File: src/rtl/packer.sv
// packer: assembles 2-bit symbols LSB-first into bytes behind a one-entry output register.
// Ports:
//   clk_i, reset_i          clock, synchronous active-high reset
//   unpacked_i, valid_i     input symbol and its valid
//   last_i                  frame end on the input symbol (used only with PACKER_LAST_EN)
//   ready_o                 a symbol can be accepted this cycle
//   packed_o, valid_o       assembled byte and its valid
//   last_o                  the byte closes a frame
//   ready_i                 downstream accepts packed_o
//   count_o                 symbols held in the accumulator
// Build option: define PACKER_LAST_EN to enable frame-end flushing on last_i.
module packer (
    input  logic       clk_i,
    input  logic       reset_i,
    input  logic [1:0] unpacked_i,
    input  logic       valid_i,
    output logic       ready_o,
    input  logic       last_i,
    output logic [7:0] packed_o,
    output logic       valid_o,
    input  logic       ready_i,
    output logic       last_o,
    output logic [1:0] count_o
);
    logic [1:0] cnt_q, cnt_d;
    logic [5:0] acc_q, acc_d;
    logic [7:0] out_q, out_d;
    logic       vld_q, vld_d;
    logic       last_q, last_d;
    logic       in_fire, out_fire, done, flush;
    logic [7:0] merged;

`ifdef PACKER_LAST_EN
    assign flush   = last_i;
    // A flush can complete a byte at any count, so any symbol needs a free output slot.
    assign ready_o = !vld_q || ready_i;
`else
    logic unused_last;
    assign unused_last = last_i;
    assign flush   = 1'b0;
    // Only the completing symbol needs room in the output register.
    assign ready_o = (cnt_q != 2'd3) || !vld_q || ready_i;
`endif

    always_comb begin
        in_fire  = valid_i && ready_o;
        out_fire = vld_q && ready_i;
        done     = in_fire && (cnt_q == 2'd3 || flush);
        // Upper slots of the accumulator are always zero, so this also zero-pads a flushed byte.
        merged   = {2'b00, acc_q} | (8'(unpacked_i) << {cnt_q, 1'b0});
        cnt_d    = done ? 2'd0 : in_fire ? cnt_q + 2'd1 : cnt_q;
        acc_d    = done ? 6'd0 : in_fire ? merged[5:0] : acc_q;
        out_d    = done ? merged : out_q;
        vld_d    = done || (vld_q && !out_fire);
        last_d   = done ? flush : last_q;
    end

    always_ff @(posedge clk_i) begin
        if (reset_i) begin
            cnt_q  <= 2'd0;
            acc_q  <= 6'd0;
            out_q  <= 8'h00;
            vld_q  <= 1'b0;
            last_q <= 1'b0;
        end else begin
            cnt_q  <= cnt_d;
            acc_q  <= acc_d;
            out_q  <= out_d;
            vld_q  <= vld_d;
            last_q <= last_d;
        end
    end

    assign packed_o = out_q;
    assign valid_o  = vld_q;
    assign last_o   = last_q;
    assign count_o  = cnt_q;
endmodule

File: config.mk
export PLATFORM = sky130hd
export DESIGN_NAME = packer
export DESIGN_NICKNAME = d
export VERILOG_FILES = /design/src/rtl/packer.sv
export SDC_FILE = /design/constraint.sdc
export NUM_CORES = 1
export LEC_CHECK = 0
export BUFFER_PORTS_ARGS = -buffer_cell sky130_fd_sc_hd__buf_2
export CORE_MARGIN = 2
export CORE_UTILIZATION = 47
export CTS_CLUSTER_DIAMETER = 50
export DETAILED_ROUTE_END_ITERATION = 12
export HOLD_SLACK_MARGIN = 0.08
export PLACE_DENSITY = 0.81
export SYNTH_ARGS = -nofsm -noshare
export SYNTH_HDL_FRONTEND = slang
export SYNTH_SLANG_ARGS = --single-unit
export TNS_END_PERCENT = 5
File: constraint.sdc
create_clock -name clk_i -period 1.6 [get_ports clk_i]
set_input_delay 0.24 -clock clk_i [delete_from_list [all_inputs] [get_ports clk_i]]
set_output_delay 0.24 -clock clk_i [all_outputs]
set_load 0.02 [all_outputs]
==> impl_metrics.env <==
export IMPL_outcome="finished, final reports clean"
export IMPL_yosysWarnings=0
export IMPL_viasPerCell=5.69
export IMPL_final_min_clock_period_ns=1.53
export IMPL_internal_power_uw=566
export IMPL_synth_area_leader_cell="dfxtp_1"
export IMPL_path_clk_slew_ns=0.10
export IMPL_overflow=0
export IMPL_synth_top_area_share_pct=45.9
export IMPL_drcViolationCount=0
export IMPL_setup_worst_path_end_class="output port"
export IMPL_post_dp_cell_area_um2=805
export IMPL_hold_path_class="primary input to register"
export IMPL_tns_ns=0
export IMPL_drive_gt1_share_pct=34.0
export IMPL_synthFlopType="dfxtp_1"
export IMPL_fin_ws_ns=0.0658
export IMPL_sw_frac_of_total_pct=25.6
export IMPL_antennaDiodeCount=0
export IMPL_nNetsFinal=112
export IMPL_cts_root_buf="clkbuf_4"
export IMPL_design_area_um2=893
export IMPL_crit_cells=4
export IMPL_maxSlewViolCount=0
export IMPL_vias=677
export IMPL_gp_congestion=0.821
export IMPL_period_share_pct=95.9
export IMPL_leakagePower_nw=0.376
export IMPL_die_area_um2=1910
export IMPL_h_tree_depth=1
export IMPL_antenna_left=0
export IMPL_rsz0062_at_grt="no"
export IMPL_synth_area_um2=741
export IMPL_maxCapViolations=0
export IMPL_core_area_um2=1490
export IMPL_cts_tree="yes"
export IMPL_rows=14
export IMPL_grt_max_degree=12
export IMPL_grt_pass1_vias=572
export IMPL_critPathTopFamily="flip-flops"
export IMPL_crit_chain="ha_2, and3b_2, inv_4, buf_4"
export IMPL_power_frac_seq_pct=58.2
export IMPL_critical_path_startpoint_type="register"
export IMPL_cp_slowest_cell="dfxtp_4"
export IMPL_synth_avg_cell_area_um2=9.14
export IMPL_pwr_share_comb_pct=12.5
export IMPL_whs_path_depth=2
export IMPL_path_max_fanout=5
export IMPL_synth_async_sr_flop_share_pct=0
export IMPL_initial_core_util_pct=49.7
export IMPL_finalWirelength_um=1490
export IMPL_antenna_found_initial=0
export IMPL_cts_sinks=17
export IMPL_syn_inst=81
export IMPL_synth_edf_count=0
export IMPL_hold_slack_ns=0.258
export IMPL_power_switching_uw=195
export IMPL_synth_seq_cells=17
export IMPL_synthDistinctLibCells=23
export IMPL_die_y_um=43.7
export IMPL_clk_path_buf_depth=2
export IMPL_dp_hpwl_um=1040
export IMPL_seq_area_frac_synth_pct=45.9
export IMPL_clk_insertion_delay_late_ns=0.29
export IMPL_synth_area_leaders="dfxtp_1 (46%), a21oi_1 (11%), a41oi_1 (7.1%)"
export IMPL_dr_first_iter_drc_count=18
export IMPL_globalRouteTotalUtil_pct=17.0
export IMPL_ir_worst_vdd_mv=0.528
export IMPL_reg2regPathDepth=5
export IMPL_drt_first_pass_iters=4
export IMPL_syn_num_nets=89
export IMPL_ioPinCount=20
export IMPL_area_growth_pct=20.6
export IMPL_pre_cts_slack_ns=0.154
export IMPL_setup_viol=0
export IMPL_skew_ns=0.00293
export IMPL_clkPwrFrac_pct=29.3
export IMPL_grt_pass1_wl_um=2480
export IMPL_slowest_delay_ns=0.37
export IMPL_utilization_pct=60.0
export IMPL_pwr_density_cell_nw_per_um2=853
export IMPL_critPathBufInv=2
export IMPL_port_buffers=17
export IMPL_max_freq_mhz=652
export IMPL_cp_arrival_ns=1.29
export IMPL_crit_required_ns=1.36
export IMPL_cts_made_buffers=3
export IMPL_hold_viol=0
export IMPL_die_w_um=43.7
export IMPL_wire_per_inst_um=12.5
export IMPL_critical_path_class="register to output port"
-- registers in the layout (all words and copies together), names as in the netlist --
register	count
acc_q	6
count_o	2
packed_o	8
valid_o	1
-- stage by stage --
| step | power, mW | std cells |
|---|---|---|
| 2_1_floorplan | 0.517 | 81 |
| 5_1_grt | 0.799 | 119 |
| 4_1_cts | 0.763 | 114 |
| 3_5_place_dp | 0.539 | 109 |
| 3_3_place_gp | 0.536 | 109 |
| 6_report | 0.762 | 119 |
-- logic make-up (layout without fill, tap and decap cells) --
group	Yosys count	count (layout)	share of synthesized area, %
AOI/OAI and AO/OA	34	34	29.9
and+or+nand+nor	21	21	15.4
DFF	17	17	45.9
buffers and inverters	7	29	6.59
adders and majority gates	1	1	1.69
other	1	1	0.506
-- synthesized netlist by cell type, drive strengths merged (2+ instances only) --
cell type	instances
nor2	8
a41oi	6
and3	2
dfxtp	17
inv	2
nand3	2
a21oi	17
o21ai	4
a211oi	6
nor2b	3
buf	4
-- final timing paths --
check	from	slack (ns)	end
min reg2reg	packed_o[6]	0.47	packed_o[6]
max	count_o[0]	0.07	ready_o
min	reset_i	0.26	packed_o[6]
max reg2reg	count_o[0]	0.15	count_o[0]
-- what timing repair did --
item                                    CTS  global route
cloned                                    0             0
hold buffers                              0             0
buffers inserted                          1             5
endpoints found under the setup margin    1             1
gates resized for setup                   8             1
pin swaps                                 1             0
-- cells in the final DEF (no fill, tap or decap), drive strengths merged, types with 2 or more instances in the layout --
cell	Yosys	layout
a21oi	17	17
clkbuf	1	3
nor2	8	8
nand3	2	2
nor2b	3	3
dfxtp	17	17
o21ai	4	4
a211oi	6	6
buf	4	23
inv	2	2
and3	2	2
a41oi	6	6
-- power by group through the flow --
stage	logic, mW	clock network, mW	registers, mW
global route	0.107	0.247	0.445
floorplan	0.0551	0	0.461
finish	0.0951	0.223	0.443
global placement	0.0808	0	0.456
detailed placement	0.0824	0	0.456
CTS	0.0829	0.233	0.447
-- routing by layer --
layer	wire, um	global-route usage (%)	vias to the layer above
li1	-	-	340
met1	668	23.4	309
met2	695	26.5	25
met3	104	3.75	3
met4	17	5.45	0
met5	0	0	-
-- cell type report --
type	count	area, um^2
fillers	124	596
multi-input cells	57	355
flip-flops and latches	17	348
repair buffers	23	133
clock buffers	3	22.5
well taps	16	20.0
inverters	2	10.0
clock inverters	1	5.00
No activity file was read; power rests on OpenSTA's default activity.
